--- config.mk ---
export PLATFORM = sky130hd
export DESIGN_NAME = fsm_multiplier_flat
export DESIGN_NICKNAME = d
export VERILOG_FILES = /design/src/rtl/fsm_multiplier_if.sv /design/src/rtl/fsm_multiplier.sv /design/src/flat_wrapper.sv
export SDC_FILE = /design/constraint.sdc
export NUM_CORES = 1
export LEC_CHECK = 0
export ABC_AREA = 1
export CORE_MARGIN = 2
export CORE_UTILIZATION = 35
export CTS_BUF_LIST = sky130_fd_sc_hd__clkbuf_16
export CTS_CLUSTER_SIZE = 40
export DETAILED_ROUTE_END_ITERATION = 8
export PLACE_DENSITY = 0.6
export SYNTH_ARGS = -nofsm -noshare
export SYNTH_HDL_FRONTEND = slang
export SYNTH_SLANG_ARGS = --single-unit
--- constraint.sdc ---
create_clock -name clk -period 2.6 [get_ports clk]
set_input_delay 0.65 -clock clk [delete_from_list [all_inputs] [get_ports clk]]
set_output_delay 0.65 -clock clk [all_outputs]
set_load 0.02 [all_outputs]
--- src/rtl/fsm_multiplier_if.sv ---
// Start/done handshake bundle for the iterative signed multiplier.
// The master drives the operands and start; the slave returns the product, done and busy.
interface fsm_multiplier_if #(
  parameter int M = 8,
  parameter int N = 8
);
  logic                    start;
  logic signed [M-1:0]     A;
  logic signed [N-1:0]     B;
  logic signed [M+N-1:0]   PRODUCT;
  logic                    done;
  logic                    busy;

  modport master (output start, A, B, input PRODUCT, done, busy);
  modport slave  (input start, A, B, output PRODUCT, done, busy);
endinterface

--- src/rtl/fsm_multiplier.sv ---
// Iterative signed shift-and-add multiplier: one adder and one shifter, one multiplier bit per cycle.
// Define FSM_MULT_EARLY_EXIT_EN to leave MULT as soon as the remaining multiplier bits are all zero.
module fsm_multiplier #(
  parameter int M = 8,
  parameter int N = 8
) (
  input  logic              clk,
  input  logic              rst_n,
  fsm_multiplier_if.slave   bus
);

  localparam int W  = M + N;
  localparam int CW = $clog2(N + 1);

  typedef enum logic [1:0] {IDLE, MULT, FINISH} state_t;

  state_t         state;
  logic [M-1:0]   a_mag;
  logic [N-1:0]   b_reg;
  logic           neg;
  logic [W-1:0]   acc;
  logic [CW-1:0]  shift;
  logic [CW-1:0]  count;

  logic [M-1:0]   a_abs;
  logic [N-1:0]   b_abs;
  logic [W-1:0]   addend;
  logic [N-1:0]   b_next;
  logic [CW-1:0]  count_next;
  logic           last_iter;

  // Negating the most-negative value wraps to itself, which read as unsigned is the correct magnitude.
  assign a_abs      = bus.A[M-1] ? $unsigned(-bus.A) : $unsigned(bus.A);
  assign b_abs      = bus.B[N-1] ? $unsigned(-bus.B) : $unsigned(bus.B);
  assign addend     = W'(a_mag) << shift;
  assign b_next     = b_reg >> 1;
  assign count_next = count - CW'(1);

`ifdef FSM_MULT_EARLY_EXIT_EN
  assign last_iter  = (count_next == '0) || (b_next == '0);
`else
  assign last_iter  = (count_next == '0);
`endif

  // NOTE: every register is assigned with <= so all state updates on the same edge see pre-edge values.
  always_ff @(posedge clk or negedge rst_n) begin
    if (!rst_n) begin
      // NOTE: datapath registers are cleared too, so an abandoned operation leaves nothing behind.
      state       <= IDLE;
      a_mag       <= '0;
      b_reg       <= '0;
      neg         <= 1'b0;
      acc         <= '0;
      shift       <= '0;
      count       <= '0;
      bus.PRODUCT <= '0;
      bus.done    <= 1'b0;
      bus.busy    <= 1'b0;
    end else begin
      case (state)
        IDLE: begin
          bus.done <= 1'b0;
          bus.busy <= 1'b0;
          if (bus.start) begin
            a_mag    <= a_abs;
            b_reg    <= b_abs;
            neg      <= bus.A[M-1] ^ bus.B[N-1];
            acc      <= '0;
            shift    <= '0;
            count    <= CW'(N);
            bus.busy <= 1'b1;
            state    <= MULT;
          end
        end

        MULT: begin
          if (b_reg[0]) acc <= acc + addend;
          b_reg <= b_next;
          shift <= shift + CW'(1);
          count <= count_next;
          if (last_iter) state <= FINISH;
        end

        FINISH: begin
          bus.PRODUCT <= neg ? $signed(-acc) : $signed(acc);
          bus.done    <= 1'b1;
          bus.busy    <= 1'b0;
          state       <= IDLE;
        end

        default: state <= IDLE;
      endcase
    end
  end

endmodule

--- src/flat_wrapper.sv ---
// flat-port wrapper written by rule: the top's interface ports become plain ports
module fsm_multiplier_flat 
#(
  parameter int M = 8,
  parameter int N = 8
)
  (clk, rst_n, bus_start, bus_A, bus_B, bus_PRODUCT, bus_done, bus_busy);
  fsm_multiplier_if #(.M(M), .N(N)) bus_i ();
  input  logic clk;
  input  logic rst_n;
  input wire logic [$bits(bus_i.start)-1:0] bus_start;
  input wire logic [$bits(bus_i.A)-1:0] bus_A;
  input wire logic [$bits(bus_i.B)-1:0] bus_B;
  output wire logic [$bits(bus_i.PRODUCT)-1:0] bus_PRODUCT;
  output wire logic [$bits(bus_i.done)-1:0] bus_done;
  output wire logic [$bits(bus_i.busy)-1:0] bus_busy;
  assign bus_i.start = bus_start;
  assign bus_i.A = bus_A;
  assign bus_i.B = bus_B;
  assign bus_PRODUCT = bus_i.PRODUCT;
  assign bus_done = bus_i.done;
  assign bus_busy = bus_i.busy;
  fsm_multiplier #(.M(M), .N(N)) u_core (.clk(clk), .rst_n(rst_n), .bus(bus_i));
endmodule
## After elaboration in Yosys (flattened, before gate mapping)

Index checks and enable logic that the tools add are counted.

- Bits of input ports: 19
- Flip-flop bits (word level): 61

- Eq/ne operators: 5
- Reduce and logical (&&, ||, !) cells: 8
- Bitwise logic cells: 1
- $add $sub $neg: 6
- Muxes and demuxes: 18
- Shift operators: 1

Operators with widths:

| operator | count |
|---|---|
| $mux 16 | 3 |
| $pmux 16 s2 | 1 |
| $mux 8 | 3 |
| $add 16x16->16 | 1 |
| $neg 16->16 | 1 |
| $neg 8->8 | 2 |
| $pmux 4 s2 | 2 |
| $pmux 8 s2 | 1 |
| $shl 8x4->16 | 1 |
| $mux 4 | 2 |
| $reduce_and 2->1 | 3 |
| $add 4x1->4 const B | 1 |
| $logic_not 4->1 | 1 |
| $mux 2 | 2 |
| $ne 2x1->1 const B | 2 |
| $pmux 1 s2 | 2 |
| $pmux 2 s2 | 1 |
| $reduce_bool 2->1 | 2 |
| $sub 4x1->4 const B | 1 |
| $reduce_and 3->1 | 1 |
| $eq 2x1->1 const B | 1 |
| $eq 2x2->1 const B | 1 |
| $logic_not 2->1 | 1 |
| $ne 2x2->1 const B | 1 |
| 2 further kinds | 2 |

## Longest topological paths before layout

Gate-level depths: netlist of run 1.

- Word-level depth: 4
- Mapped depth: 19

## Worst setup path before layout of run 1

Ideal clock, no wire load.

- Path kind: reg2reg
- Start point: register u_core.shift[0]
- End point: register u_core.acc[15]
- Period minus slack after synthesis: 2262 ps
- Stages on the path, launching flop included: 17
- Buffers on the path: 0
- Data required time: 2483 ps
- Setup time: 117 ps
- Setup slack: 338 ps
- Arrival: 2144 ps
- Cells stage by stage: dfrtp_1 -> or2_2 -> o21ai_0 -> nand2_1 -> o21ai_0 -> nand2_1 -> o21ai_0 -> nor2_1 -> ha_1 -> nand2_1 -> nand2_1 -> a21oi_1 -> nand2_1 -> a21oi_1 -> nand3_1 -> nand3_1 -> nand2_1

- Cells in the longest elaborated chain, start to end: 4

RTL lines:

| element | RTL line | RTL |
|---|---|---|
| from (decl) | fsm_multiplier.sv:22 | `logic [CW-1:0] shift;` |
| from (signal assigned) | fsm_multiplier.sv:79 | `shift <= shift + CW'(1);` |
| $shl 8x4->16 | fsm_multiplier.sv:35 | `assign addend = W'(a_mag) << shift;` |
| $add 16x16->16 | fsm_multiplier.sv:77 | `if (b_reg[0]) acc <= acc + addend;` |
| $mux 16 | fsm_multiplier.sv:77 |  |
| $pmux 16 s2 | fsm_multiplier.sv:60 | `case (state)` |
| to (signal assigned) | fsm_multiplier.sv:77 |  |
| to (decl) | fsm_multiplier.sv:21 | `logic [W-1:0] acc;` |

No other way between the ends. The select of a mux whose other input is x is not followed.
A chain may end at the register's enable or synchronous reset.

## Final worst setup path of run 1

- Start point: register u_core.shift[0]
- End point: register u_core.acc[7]

The elaborated chain is that of the path after synthesis.

==> results.toml, run 1 <==
[finish]
seq_area_mm2 = 0.001530
final_core_util_pct = 44.35
multiInputGateArea_mm2 = 0.002474
diodes = 0
layout.nets = 687
reg.largest.list = "u_core.acc: 16 flops, u_core.bus.PRODUCT: 16 flops"
fillCellCount = 1205
syn2layout_area_growth_pct = 24.78
final_area_mm2 = 0.005260
layout-drive-gt1-share_pct = 14.46
stdcell_count = 797

[sta]
clock_skew_ns = 0.009109
report.final.setup_viol = 0
slew_violations = 0
fin_tns_setup_ns = 0
whs_ns = 0.3200
period_minus_slack_ns = 2.481
worst_pin_slew_ns = 0.6206
slew-limit-headroom_pct = 58.58
finalCritPeriodShare_pct = 95.41
hold_violations = 0
timing.fmax_mhz = 403.1

[synthesis]
ys_ff_latch = 61
async_flop_share_pct = 100.0
synth_edf_count = 0
ys_seq_area_share_pct = 36.21
synth_cell_types = 43
syn_inst = 589
ys_warn_count = 0
synth-main-ff-cell = "dfrtp_1"
syn_area_mm2 = 0.004215
synthesis.nets = 630
avgSynthCellArea_um2 = 7.157

[critical_path]
reg2reg_slack_ns = 0.12
rr_worst_depth = 15
rr_endpoint = "u_core.acc[7]"
critical_path_class = "flip-flop to flip-flop"
worst_ep_arrival_time_ns = 2.69
crit_start = "u_core.shift[0]"
rr_startpoint = "u_core.shift[0]"
cp.required_ns = 2.81
critical_path.max_fanout = 5
setup.worst_path.end = "u_core.acc[7]"
cp-end-kind = "flip-flop"
worstSetupStartpointType = "flip-flop"

[place]
placed_cells = 779
dpl-instance-area_mm2 = 0.004832
dpl.hpwl_mm = 8.403
place_congestion = 0.9238
portBuffers = 36

[cts]
clock-sinks = 61
cts_tree = "yes"
clockBufferDepth = 2
htree_levels = 3
cts_inserted_buffers = 9
root_buffer = "clkbuf_16"
clk_pin_slew_ns = 0.05
clock_latency_ns = 0.33

[floorplanning]
coreArea_mm2 = 0.01186
num_rows = 40
ioPinCount = 37
die_h_um = 113.7
dieArea_mm2 = 0.01294
initial_core_util_pct = 35.54
die_w_um = 113.7

[power]
leakage_nw = 2.606
peakVddDrop_uv = 535.3
power_density_mw_per_mm2 = 1381

[route]
drt_iter0_drc = 183
wl_mm = 10.93
avgRoutedWirePerCell_um = 13.71
vias_per_cell = 5.043
first_pass_iters = 4
ant_nets = 0
vias = 4019
drc = 0

[worst_hold_path]
min_path_type = "primary input to async pin"

[global_route]
grt_antenna_before_repair = 0
grt-ovfl-total = 0
grt_pass1_wl_mm = 18.33
grt_start_max_net_pins = 30
grt_pass1_vias = 3885
grt_usage_pct = 17.88

[flow_run]
maxCapViolations = 0

[run_status]
status = "complete, no violations"
[cell type report]
type                    instances  share of cell area (%)
inverters                      66                   4.757
repair buffers                 59                   10.42
multi-input cells             449                   47.03
well taps                     147                   3.497
flip-flops and latches         61                   29.09
clock inverters                 6                  0.9277
clock buffers                   9                   4.282
[cells by family (layout without fill, tap and decap cells)]
family,after synthesis,in the layout,share of synthesized area [%]
adder cells (fa/ha/maj),22,22,6.708
multiplexers,1,1,0.2375
AO/OA/AOI/OAI,99,99,13.59
buffers and inverters,79,140,7.955
flip-flops,61,61,36.21
XOR/XNOR,16,16,3.325
AND/OR/NAND/NOR,311,311,31.97
[cells in the mapped netlist (all sizes together), types with 4 or more instances]
cell type | instances | area share [%]
a21oi | 18 | 2.1
a22oi | 5 | 0.89
a31oi | 5 | 0.74
buf | 10 | 1.8
dfrtp | 61 | 36
ha | 21 | 6.2
inv | 66 | 5.9
nand2 | 188 | 17
nand3 | 52 | 6.4
nor2 | 50 | 5.6
nor3 | 8 | 1.1
o21ai | 49 | 5.8
o221ai | 4 | 0.83
o22ai | 9 | 1.3
or2 | 7 | 1.0
xor2 | 13 | 2.7
[per-layer routing]
metal / GRT usage (%) / up-vias / wire length [um]
li1: - / 2056 / -
met4: 6.179 / 0 / 237
met5: 0 / - / 0
met3: 4.091 / 23 / 455
met1: 21.45 / 1865 / 4834
met2: 31.58 / 75 / 5398
[worst min path at each step]
| stage | depth (start not counted) | endpoint | slack, ns | start |
|---|---|---|---|---|
| 2_1_floorplan | 0 | u_core.a_mag[0] | 0.35 | rst_n |
| 3_3_place_gp | 2 | u_core.bus.PRODUCT[8] | 0.46 | u_core.bus.PRODUCT[8] |
| 3_5_place_dp | 2 | u_core.bus.PRODUCT[13] | 0.46 | u_core.bus.PRODUCT[13] |
| 4_1_cts | 1 | u_core.acc[5] | 0.33 | rst_n |
| 5_1_grt | 1 | u_core.acc[5] | 0.36 | rst_n |
| 6_report | 1 | u_core.acc[5] | 0.32 | rst_n |
[critical path: stages, from the launching register on]
cell     delay, ns
dfrtp_2       0.44
buf_6         0.13
nand2_2       0.05
nand2_2       0.07
o21ai_2       0.17
nor2_2        0.06
a31oi_2       0.17
nor2_1        0.08
ha_1          0.36
nand2_2       0.14
inv_1         0.06
a21oi_2       0.14
nand2_2       0.10
buf_4         0.15
o21ai_1       0.14
o21ai_0       0.10
[power breakdown]
| part | leakage, nW | internal [mW] | switching [mW] |
|---|---|---|---|
| logic | 1.68 | 1.73 | 2.70 |
| clock network | 0.144 | 0.717 | 0.401 |
| registers | 0.778 | 1.35 | 0.369 |
| total | 2.61 | 3.80 | 3.47 |
[cells in the final DEF (no fill, tap or decap), types with 5 or more instances in the layout]
master           instances
o21ai_2                  6
o21ai_1                  6
o21ai_0                 37
dfrtp_1                 58
nor3_1                   7
clkbuf_16                9
nor2_1                  40
nand3_1                 49
inv_1                   60
nand2_1                179
ha_1                    20
or2_2                    5
a21oi_2                  6
o22ai_1                  9
xor2_1                  13
inv_2                    8
nand2_2                  8
a21oi_1                 12
nor2_2                   5
clkdlybuf4s50_1         35
a22oi_1                  5
buf_4                   20
[what timing repair did]
item	in CTS	in global routing
hold buffers	0	0
pin swaps	0	17
setup endpoints to repair	1	10
buffers inserted	0	3
gates cloned	0	0
gates resized for setup	1	45
[per-stage QoR]
| step | total power [mW] | setup WS [ns] |
|---|---|---|
| 3_5_place_dp | 5.754 | -0.006119 |
| 5_1_grt | 7.973 | -0.02765 |
| 6_report | 7.264 | 0.1194 |
| 2_1_floorplan | 4.488 | 0.3384 |
| 4_1_cts | 6.917 | 0.009022 |
| 3_3_place_gp | 5.700 | -0.01300 |
No activity file was read; power rests on OpenSTA's default activity.
==> run 2, diff against run 1 <==
--- a/config.mk
+++ b/config.mk
@@ -5,7 +5,6 @@
 export SDC_FILE = /design/constraint.sdc
 export NUM_CORES = 1
 export LEC_CHECK = 0
-export ABC_AREA = 1
 export CORE_MARGIN = 2
 export CORE_UTILIZATION = 35
 export CTS_BUF_LIST = sky130_fd_sc_hd__clkbuf_16
==> results.toml, run 2 <==
[sta]
timing.fmax_mhz = 350.2
clock_skew_ns = 0.007640
period_minus_slack_ns = 2.855
worst_pin_slew_ns = 0.9467
report.final.setup_viol = 9
hold_violations = 0
finalCritPeriodShare_pct = 109.8
whs_ns = 0.3170
slew-limit-headroom_pct = 36.89
fin_tns_setup_ns = -1.307
fin_ws_ns = -0.2553
rsz0062_at_grt = "yes"
slew_violations = 0

[worst_hold_path]
min_path_type = "primary input to async pin"

[critical_path]
max_stage_delay_ns = 0.57
cp.required_ns = 2.82
path_cells = "mux4_2, mux2i_2, nor2_1, ha_1, a2111oi_4, a211oi_2, or3_1, a32o_1"
critical_path.max_fanout = 7
cp_num_buf_inv = 0
critical_path_class = "flip-flop to flip-flop"
path_delay_family = "multiplexers"
cp-end-kind = "flip-flop"
slowest_stage = "mux4_2"
worstSetupStartpointType = "flip-flop"
worst_ep_arrival_time_ns = 3.08

[route]
ant_nets = 0
vias = 3763
vias_per_cell = 5.212
drt_iter0_drc = 219
dr.max_layer_used = "met4"
first_pass_iters = 7
wl_mm = 10.55
drc = 0
met1_length_mm = 4.752
dr_wl_met2_mm = 5.106
wl_met3_um = 459
avgRoutedWirePerCell_um = 14.61

[cts]
htree_levels = 3
cts_inserted_buffers = 9
clockBufferDepth = 2
clock_latency_ns = 0.33
root_buffer = "clkbuf_16"
clock-sinks = 61
clk_pin_slew_ns = 0.06
cts_tree = "yes"

[run_status]
failed_checks = "negative setup slack"
status = "complete, but fails checks"

[synthesis]
synth_top_family_by_area = "simple AND/OR/NAND/NOR gates"
yosys-mux-area-fraction_pct = 5.400
synth_edf_count = 0
synth.most_common_cell = "nand2_1"
ys_ff_latch = 61
synth_top_area_share_pct = 37.22
synthTopCellsByArea = "dfrtp_1, o21ai_0, nand2_1"
yosys.area_share.simple_pct = 20.01
synth_adder_area_share_pct = 6.894
async_flop_share_pct = 100.0
synthTopCellsByCount = "nand2_1, o21ai_0, dfrtp_1"
synth-main-ff-cell = "dfrtp_1"
synthesis.nets = 517
syn_inst = 476
ys_warn_count = 0
synth_cell_types = 55
synth-compound-area-share_pct = 19.13
syn_area_mm2 = 0.004101
synth_xor_xnor_area_share_pct = 7.261
yosysTopAreaCell = "dfrtp_1"
ys_seq_area_share_pct = 37.22
avgSynthCellArea_um2 = 8.616

[power]
power_density_mw_per_mm2 = 1397
leakage_nw = 2.494
peakVddDrop_uv = 768.9
finalPower_mw = 7.849

[finish]
reg.largest.list = "u_core.acc: 16 flops, u_core.bus.PRODUCT: 16 flops"
final_area_mm2 = 0.005618
layout_common_cells = "nand2_1, buf_4, dfrtp_1"
final_common_cell = "nand2_1"
stdcell_count = 722
syn2layout_area_growth_pct = 36.97
diodes = 0
layout.nets = 615
fillCellCount = 1086
layout-drive-gt1-share_pct = 24.18

[floorplanning]
dieArea_mm2 = 0.01260
coreArea_mm2 = 0.01142
ioPinCount = 37
die_w_um = 112.3
die_h_um = 112.3
initial_core_util_pct = 35.92
num_rows = 39

[place]
portBuffers = 36
place_congestion = 0.8759
placed_cells = 688
dpl.hpwl_mm = 7.554
dpl-instance-area_mm2 = 0.005022

[global_route]
grt_start_max_net_pins = 62
grt-ovfl-total = 0
grt_pass1_wl_mm = 17.42
grt_antenna_before_repair = 0
grt_pass1_vias = 3672
grt_usage_pct = 17.05

[flow_run]
maxCapViolations = 0
run 2: changes by cell type after synthesis, moves of 15 or more:
cell / delta
o21ai_0: +22
nand3_1: -35
clkbuf_1: +15
inv_1: -44
nor2_1: -21
nand2_1: -107
run 2: logic make-up (layout without fill, tap and decap cells):
kind of cell / count (synthesis) / after routing
buffers and inverters: 41 / 144
DFF: 61 / 61
AOI/OAI and AO/OA: 128 / 128
adders and majority gates: 22 / 22
xor gates and xnor gates: 34 / 34
muxes: 19 / 19
and+or+nand+nor: 171 / 171
run 2: routing by layer:
layer | vias to the layer above | track usage [%]
li1 | 1895 | -
met4 | 0 | 6.423
met3 | 21 | 3.564
met2 | 108 | 29.04
met1 | 1739 | 21.34
met5 | - | 0
run 2: power breakdown:
part / switching (mW) / internal (mW) / total [mW]
sequential: 0.462 / 1.34 / 1.80
combinational: 2.35 / 2.45 / 4.80
clock: 0.491 / 0.755 / 1.25
total: 3.31 / 4.54 / 7.85
run 2: cell type report:
class | count | area (um^2) | area share [%]
flip-flops and latches | 61 | 1529 | 27.22
clock inverters | 7 | 80.08 | 1.425
multi-input cells | 374 | 2571 | 45.77
repair buffers | 113 | 977.2 | 17.39
clock buffers | 9 | 225.2 | 4.009
well taps | 143 | 178.9 | 3.185
inverters | 15 | 56.30 | 1.002
run 2: final timing paths:
path | start | endpoint | slack, ns | cells after the start
max | u_core.shift[0] | u_core.acc[10] | -0.26 | 8
max in group asynchronous | rst_n | u_core.shift[1] | 2.00 | 2
max reg2reg | u_core.shift[0] | u_core.acc[10] | -0.26 | 8
min in group clk | u_core.bus.PRODUCT[7] | u_core.bus.PRODUCT[7] | 0.48 | 2
min | rst_n | u_core.bus.PRODUCT[2] | 0.32 | 2
min reg2reg | u_core.bus.PRODUCT[7] | u_core.bus.PRODUCT[7] | 0.48 | 2
run 2: per-stage QoR:
| step | setup WS (ns) | util, % |
|---|---|---|
| 2_1_floorplan | -0.1380 | - |
| 3_3_place_gp | -0.2472 | 43.98 |
| 3_5_place_dp | -0.3013 | 43.98 |
| 4_1_cts | -0.2011 | 48.05 |
| 5_1_grt | -0.3872 | 49.20 |
| 6_report | -0.2553 | 49.20 |
run 2: repair_timing:
| item | CTS | global route |
|---|---|---|
| pin swaps | 18 | 16 |
| setup buffers | 11 | 8 |
| setup endpoints to repair | 9 | 10 |
| hold buffers | 0 | 0 |
| gates resized for setup | 26 | 24 |
==> run 3, diff against run 2 <==
--- a/config.mk
+++ b/config.mk
@@ -11,6 +11,7 @@
 export CTS_CLUSTER_SIZE = 40
 export DETAILED_ROUTE_END_ITERATION = 8
 export PLACE_DENSITY = 0.6
+export REMOVE_ABC_BUFFERS = 1
 export SYNTH_ARGS = -nofsm -noshare
 export SYNTH_HDL_FRONTEND = slang
 export SYNTH_SLANG_ARGS = --single-unit
==> results.toml, run 3 (synthesis results as in run 2) <==
[run_status]
failed_checks = "negative setup slack"
status = "complete, but fails checks"

[route]
avgRoutedWirePerCell_um = 14.06
ant_nets = 0
wl_mm = 10.06
first_pass_iters = 4
drt_iter0_drc = 231
drc = 0
vias_per_cell = 5.183
vias = 3711

[place]
portBuffers = 36
placed_cells = 687
place_congestion = 0.9037
dpl.hpwl_mm = 7.308

[finish]
stdcell_count = 716
multiInputGateArea_mm2 = 0.002634
layout_common_cells = "nand2_1, buf_4, dfrtp_1"
final_core_util_pct = 49.17
reg.largest.list = "u_core.acc: 16 flops, u_core.bus.PRODUCT: 16 flops"
diodes = 0
seq_area_mm2 = 0.001530
layout-drive-gt1-share_pct = 24.78
syn2layout_area_growth_pct = 36.88
final_common_cell = "nand2_1"
layout.nets = 609
fillCellCount = 1066

[global_route]
grt_pass1_wl_mm = 16.82
grt_pass1_vias = 3647
grt-ovfl-total = 0
grt_start_max_net_pins = 41
grt_usage_pct = 16.35
grt_antenna_before_repair = 0

[sta]
finalCritPeriodShare_pct = 110.5
hold_violations = 0
report.final.setup_viol = 10
slew-limit-headroom_pct = 34.03
fin_tns_setup_ns = -1.509
timing.fmax_mhz = 348.2
fin_ws_ns = -0.2720
period_minus_slack_ns = 2.872
rsz0062_at_grt = "yes"
slew_violations = 0
worst_pin_slew_ns = 0.9896
clock_skew_ns = 0.004824

[power]
power_density_mw_per_mm2 = 1377
peakVddDrop_uv = 691.3
switching_power_mw = 3.204
p_comb_share_pct = 61.5
p_clk_share_pct = 15.1
p_seq_share_pct = 23.3
p_int_mw = 4.527
leakage_nw = 2.486
switching_share_pct = 41.44

[cts]
cts_hold_buffers = 0
clock-sinks = 61
htree_levels = 3
clockBufferDepth = 2
cts_inserted_buffers = 9
clk_pin_slew_ns = 0.06
root_buffer = "clkbuf_16"
cts_tree = "yes"
clock_latency_ns = 0.33

[critical_path]
critical_path_class = "flip-flop to flip-flop"
worstSetupStartpointType = "flip-flop"
worst_ep_arrival_time_ns = 3.09
cp-end-kind = "flip-flop"
critical_path.max_fanout = 5
cp.required_ns = 2.82

[floorplanning]
num_rows = 39
dieArea_mm2 = 0.01260
coreArea_mm2 = 0.01142
ioPinCount = 37
initial_core_util_pct = 35.92
die_h_um = 112.3
die_w_um = 112.3

[worst_hold_path]
min_path_type = "primary input to async pin"

[flow_run]
maxCapViolations = 0
==> run 3: cell count changes in the layout (fill, tap and decap cells not counted), moves of 2 or more <==
cell,delta
a21oi_2,+2
nor2b_4,+2
and2_1,-2
o21ai_1,+3
inv_6,-3
o21ai_2,-2
buf_4,-6
o21ai_0,-2
nor2b_1,-2
and2_4,+2
a21oi_1,-2
==> run 3: routing by layer <==
layer | vias to the layer above | wire length (um) | track usage (%)
li1 | 1878 | - | -
met2 | 85 | 4953 | 28.19
met1 | 1732 | 4525 | 20.36
met3 | 16 | 425 | 3.402
met5 | - | 0 | 0
met4 | 0 | 158 | 5.772
==> run 3: timing repair <==
item,in CTS,in global routing
pin swaps,25,27
setup endpoints to repair,10,10
setup buffers,11,2
gates resized for setup,34,39
==> run 3: per-stage QoR <==
stage	setup WS [ns]	hold slack [ns]	cell area, um^2	total power, mW
6_report	-0.2720	0.2943	5614	7.730
5_1_grt	-0.3807	0.3406	5614	8.338
4_1_cts	-0.2286	0.3073	5449	7.332
3_5_place_dp	-0.3831	0.4702	4972	5.763
3_3_place_gp	-0.3053	0.4624	4972	5.663
2_1_floorplan	-0.4702	0.3544	3990	4.110
==> run 3: cell type report <==
type / count / area share, %
repair buffers: 107 / 16.45
clock buffers: 9 / 4.012
multi-input cells: 374 / 46.91
well taps: 143 / 3.187
inverters: 15 / 1.003
flip-flops and latches: 61 / 27.26
clock inverters: 7 / 1.181
==> run 3: critical path, stage by stage (launching register included) <==
cell and delay (ns):
dfrtp_2 0.44, buf_6 0.13, buf_6 0.11, mux4_2 0.33, mux2i_2 0.19, nor2_1 0.09
ha_1 0.35, a2111oi_4 0.37, a211oi_2 0.15, or3_1 0.38, a32o_1 0.22
==> run 3: path summary, 6_finish.rpt <==
check | startpoint | to | slack, ns | depth (start not counted)
setup / recovery | u_core.shift[1] | u_core.acc[10] | -0.27 | 10
hold / removal | rst_n | u_core.bus.PRODUCT[0] | 0.29 | 1
setup reg to reg | u_core.shift[1] | u_core.acc[10] | -0.27 | 10
hold reg to reg | u_core.bus.PRODUCT[2] | u_core.bus.PRODUCT[2] | 0.48 | 2
max in group asynchronous | rst_n | u_core.shift[0] | 1.70 | 2
min in group clk | u_core.bus.PRODUCT[2] | u_core.bus.PRODUCT[2] | 0.48 | 2
==> run 3: power groups by stage <==
stage / sequential (mW) / combinational (mW) / clock [mW]
after floorplan: 1.88 / 2.23 / 0
after global placement: 1.78 / 3.88 / 0
final: 1.80 / 4.76 / 1.17
after CTS: 1.79 / 4.35 / 1.20
after global routing: 1.87 / 5.23 / 1.24
after detailed placement: 1.81 / 3.96 / 0
==> RTL change 1 (config.mk and constraints of run 2) <==
Make the reset (`rst_n`) synchronous in one clocked block.
--- a/src/rtl/fsm_multiplier.sv
+++ b/src/rtl/fsm_multiplier.sv
@@ -43,7 +43,7 @@
 `endif
 
   // NOTE: every register is assigned with <= so all state updates on the same edge see pre-edge values.
-  always_ff @(posedge clk or negedge rst_n) begin
+  always_ff @(posedge clk) begin
     if (!rst_n) begin
       // NOTE: datapath registers are cleared too, so an abandoned operation leaves nothing behind.
       state       <= IDLE;
Function: differs if rst_n is asserted again (counterexample within 4 cycles, from zero or initial values and one cycle with rst_n low); with rst_n held inactive, the same outputs for 10 cycles.
==> RTL change 1 against run 2 <==
The run still ends with negative setup slack left. Final area about the same. Sequential cell count unchanged. Worst setup slack worse by 0.053 ns. Wire length increased by 2.6%. Via count up 4.3%. Area after synthesis grew 0.61%. Global-route usage grew 0.42 points. Critical endpoint is now u_core.acc[12]. Count of clock-buffer cells in the layout unchanged.
Power is left out: it rests on default switching activity, and per cell area and clock period it moved more than threefold.
==> RTL change 1: results (changes against run 2) <==
stage,metric,value,unit,change
outcome,status,finished with violations,,
outcome,violated checks,negative setup slack,,
layout,fin cells,744,,+3.0%
clocking,Clock Tree Root,clkbuf_16,,
synth,syn nets,549,,+6.2%
synth,"top cells by area, synth","dfxtp_1 30%, nand2_1 6.5%, ha_1 6.4%, o211a_1 4.6%, nor2b_1 4.1%",,
route,DR iter-0 viols,159,,-27%
grt,M3 GR Usage,0.0432,,+0.00756
layout,share of layout cells above drive strength 1,0.238,,-0.00386
placed_design,HPWL after DPL,7920,um,+4.9%
clocking,clock transition at the registers of the reported paths,0.05,ns,
grt,Overall Global Routing Usage,0.175,,+0.00421
grt,largest net degree at the start of global routing,31,,-50%
critical_path,Worst Reg-to-Reg Cells,11,,+3
grt,global routing usage on met1,0.209,,-0.00431
timing,Setup Skew,0.00910,ns,+0.00146 ns
hold_path,Min-Delay Path Depth,2,,
grt,initial antenna violation count,0,,unchanged
timing,final setup violation count,9,,unchanged
critical_path,"Slowest-stage cell, CP",or3b_4,,
route,Max Used Layer,met4,,
critical_path,cell family with most CP delay,compound AO/OA/AOI/OAI gates,,
route,wire length on met2,5420,um,+6.1%
route,WL met1,4810,um,+1.2%
placed_design,dpl cells,720,,+4.7%
placed_design,"worst slack, placed",-0.449,ns,-0.148 ns
layout,Nets,638,,+3.7%
clocking,TritonCTS buffer count,9,,unchanged
route,post-DR wirelength/cell,14.5,um,-0.43%
layout,Top Registers,"u_core.acc x16, u_core.bus.PRODUCT x16",,
timing,Final WS setup,-0.309,ns,-0.0534 ns
synth,sequential area share after synthesis,0.296,,-0.0762
placed_design,placed cell area,5030,um2,+0.15%
grt,global-route wire length before repair,18200,um,+4.6%
route,via count,3926,,+4.3%
timing,Setup TNS,-1.46,ns,-0.148 ns
placed_design,PortBufs,36,,unchanged
route,DRT Pass-1 Iters,6,,-1
clocking,postcts setup bufs,6,,-5
synth,library cells used by synthesis,58,,+5.5%
route,met3 WL,414,um,-9.8%
synth,Post-synth ARST share,0,,-1.00
synth,yosys warns,0,,unchanged
grt,met2 Use GR,0.307,,+0.0170
synth,Syn Area/Cell,8.12,um2,-5.7%
critical_path,Worst EP arrival,3.12,ns,+0.04 ns
synth,commonest cells in the netlist,"71 x nand2_1, 61 x dfxtp_1, 28 x o21ai_0",,
clocking,clock buffer depth,2,,unchanged
hold_path,worst hold-check path type,reg -> reg,,
critical_path,CP peak stage delay,0.40,ns,-0.17 ns
placed_design,routability cong.,0.945,,+7.9%
timing,worst slew pin tran,0.675,ns,-0.272 ns
clocking,post-CTS sizing,35,,+35%
critical_path,CP max FO,6,,-1
clocking,Clock Latency Late Sink,0.33,ns,about the same
## RTL change 1: area by class of cell
class	instances	area, um2
fillers	1104	5850
flip-flops and latches	61	1230
well taps	143	179
multi-input cells	400	2960
clock buffers	9	225
repair buffers	108	912
clock inverters	6	55.1
inverters	17	63.8
## RTL change 1: final timing paths
kind / startpoint / endpoint / slack, ns
setup / recovery: u_core.shift[1] / u_core.acc[12] / -0.31
hold / removal: u_core.bus.PRODUCT[14] / u_core.bus.PRODUCT[14] / 0.45
setup reg to reg: u_core.shift[1] / u_core.acc[12] / -0.31
hold reg to reg: u_core.bus.PRODUCT[14] / u_core.bus.PRODUCT[14] / 0.45
## RTL change 1: cells by family after synthesis
group,share of synthesized area
and+or+nand+nor,0.218
AOI/OAI and AO/OA,0.234
DFF,0.296
buffers and inverters,0.0452
xor gates and xnor gates,0.0807
muxes,0.0579
adders and majority gates,0.0685
==> RTL change 2 (config.mk and constraints of run 2) <==
Without the edit above. `M` is set to 8 in 3 places; all go to 16.
--- a/src/rtl/fsm_multiplier_if.sv
+++ b/src/rtl/fsm_multiplier_if.sv
@@ -1,7 +1,7 @@
 // Start/done handshake bundle for the iterative signed multiplier.
 // The master drives the operands and start; the slave returns the product, done and busy.
 interface fsm_multiplier_if #(
-  parameter int M = 8,
+  parameter int M = 16,
   parameter int N = 8
 );
   logic                    start;
--- a/src/rtl/fsm_multiplier.sv
+++ b/src/rtl/fsm_multiplier.sv
@@ -1,7 +1,7 @@
 // Iterative signed shift-and-add multiplier: one adder and one shifter, one multiplier bit per cycle.
 // Define FSM_MULT_EARLY_EXIT_EN to leave MULT as soon as the remaining multiplier bits are all zero.
 module fsm_multiplier #(
-  parameter int M = 8,
+  parameter int M = 16,
   parameter int N = 8
 ) (
   input  logic              clk,
--- a/src/flat_wrapper.sv
+++ b/src/flat_wrapper.sv
@@ -1,7 +1,7 @@
 // flat-port wrapper written by rule: the top's interface ports become plain ports
 module fsm_multiplier_flat 
 #(
-  parameter int M = 8,
+  parameter int M = 16,
   parameter int N = 8
 )
   (clk, rst_n, bus_start, bus_A, bus_B, bus_PRODUCT, bus_done, bus_busy);
Interface: changed (resized bus_A and bus_PRODUCT); port bits go from 37 to 53. No check against the original RTL was run, so the function may have changed too.
==> RTL change 2 against run 2 <==
The flow still finishes with violations (negative setup slack). Utilization rose by 3.3 points. Wire length rose by 52%. Non-clock buffer count rose by 102. Final area rose by 55%. Total power rose by 77%. Sequential power rose by 33%. Final cell count rose by 57%. Die area rose by 43%. Worst setup slack got worse by 0.57 ns. Area after synthesis rose by 45%. Sequential cell count rose by 24. Critical endpoint is now u_core.acc[14].
==> RTL change 2: results (changes against run 2) <==
stage,metric,value,unit,change
timing,Final WS setup,-0.830,ns,-0.574 ns
placed_design,PortBufs,52,,+44%
synth,Post-Synth XOR/XNOR Area,0.0886,,+0.0160
route,DRT Pass-1 Iters,4,,-3
timing,worst slew pin tran,0.562,ns,-0.384 ns
placed_design,"worst slack, placed",-0.944,ns,-0.642 ns
layout,share of layout cells above drive strength 1,0.289,,+0.0475
die,Initial Utilization,0.358,,-0.00149
placed_design,routability cong.,0.897,,+2.5%
outcome,status,finished with violations,,
layout,Top Registers,"u_core.acc x24, u_core.bus.PRODUCT x24, u_core.a_mag x16",,
layout,Nets,968,,+57%
timing,final setup violation count,19,,+10
synth,adder-cell share of the synthesized area,0.0645,,-0.00440
synth,sequential area share after synthesis,0.359,,-0.0136
timing,Setup TNS,-9.76,ns,-8.45 ns
synth,syn nets,775,,+50%
grt,Overall Global Routing Usage,0.189,,+0.0183
placed_design,dpl cells,1102,,+60%
placed_design,HPWL after DPL,12200,um,+61%
grt,vias in the first global route,5497,,+50%
timing,Setup Skew,0.00820,ns,+0.000556 ns
grt,global-route wire length before repair,27300,um,+57%
route,DR iter-0 viols,227,,+3.7%
route,vias per inst,5.01,,-4.0%
placed_design,placed cell area,7800,um2,+55%
clocking,Clock Latency Late Sink,0.35,ns,+0.02 ns
synth,multiplexer share of the synthesized area,0.0523,,-0.00169
outcome,violated checks,negative setup slack,,
route,WL final,16000,um,+52%
synth,Syn Area/Cell,8.26,um2,-4.1%
## RTL change 2: cell count changes after synthesis, sizes merged, moves of 12 or more
cell	before	now
nor2	22	48
xor2	24	40
a21oi	14	37
nand2	79	145
clkbuf	18	30
o21ai	70	103
dfrtp	61	85
## RTL change 2: critical path, stage by stage, from the launching register on
cell and delay (ns):
dfrtp_1 0.39, buf_12 0.14, buf_8 0.11, mux2i_4 0.23
nand2_1 0.09, o21ai_2 0.08, nor2_1 0.07, a21oi_2 0.14
buf_4 0.13, nor2_2 0.03, ha_1 0.32, a21o_1 0.18
a21oi_2 0.16, o211a_1 0.22, buf_6 0.11, a21oi_4 0.06
buf_6 0.12, o21a_1 0.17, or3_1 0.30, a32o_1 0.26
## RTL change 2: routing by layer
metal	wire length (um)	global-route usage
met1	7500	0.249
met2	7380	0.310
met3	695	0.0306
met4	437	0.0754
met5	0	0
## RTL change 2: what timing repair did
action                                  4_1_cts  5_1_grt
resized for setup                            81       28
endpoints found under the hold margin         0        0
pin swaps                                    44       26
endpoints found under the setup margin       17       20
setup buffers                                31        5
## RTL change 2: final cells by class
class | instances | area, um2
Fill cell | 1588 | 7880
Clock inverter | 7 | 66.3
Multi-Input combinational cell | 582 | 4080
Clock buffer | 9 | 225
Tap cell | 220 | 275
Timing Repair Buffer | 215 | 1860
Sequential cell | 85 | 2130
Inverter | 18 | 71.3
## RTL change 2: cell families (layout without fill, tap and decap cells)
kind of cell / Yosys count / after routing
flops: 85 / 85
xor+xnor: 60 / 60
buf+inv: 51 / 249
fa+ha+maj: 30 / 30
compound gates: 210 / 210
mux: 25 / 25
simple gates: 257 / 257
## RTL change 2: path summary, 6_finish.rpt
kind	start	end	slack, ns	cells past startpoint
hold reg to reg	u_core.bus.PRODUCT[1]	u_core.bus.PRODUCT[1]	0.47	2
max in group asynchronous	rst_n	u_core.shift[0]	1.74	2
hold / removal	rst_n	u_core.bus.PRODUCT[3]	0.20	1
setup reg to reg	u_core.shift[1]	u_core.acc[14]	-0.83	19
setup / recovery	u_core.shift[1]	u_core.acc[14]	-0.83	19
min in group clk	u_core.bus.PRODUCT[1]	u_core.bus.PRODUCT[1]	0.47	2
## RTL change 2: power by group
group / internal [mW] / switching (mW) / leakage (nW)
registers: 1.90 / 0.500 / 1.04
logic: 5.16 / 5.05 / 2.75
clock network: 0.737 / 0.522 / 0.138
total: 7.79 / 6.07 / 3.94
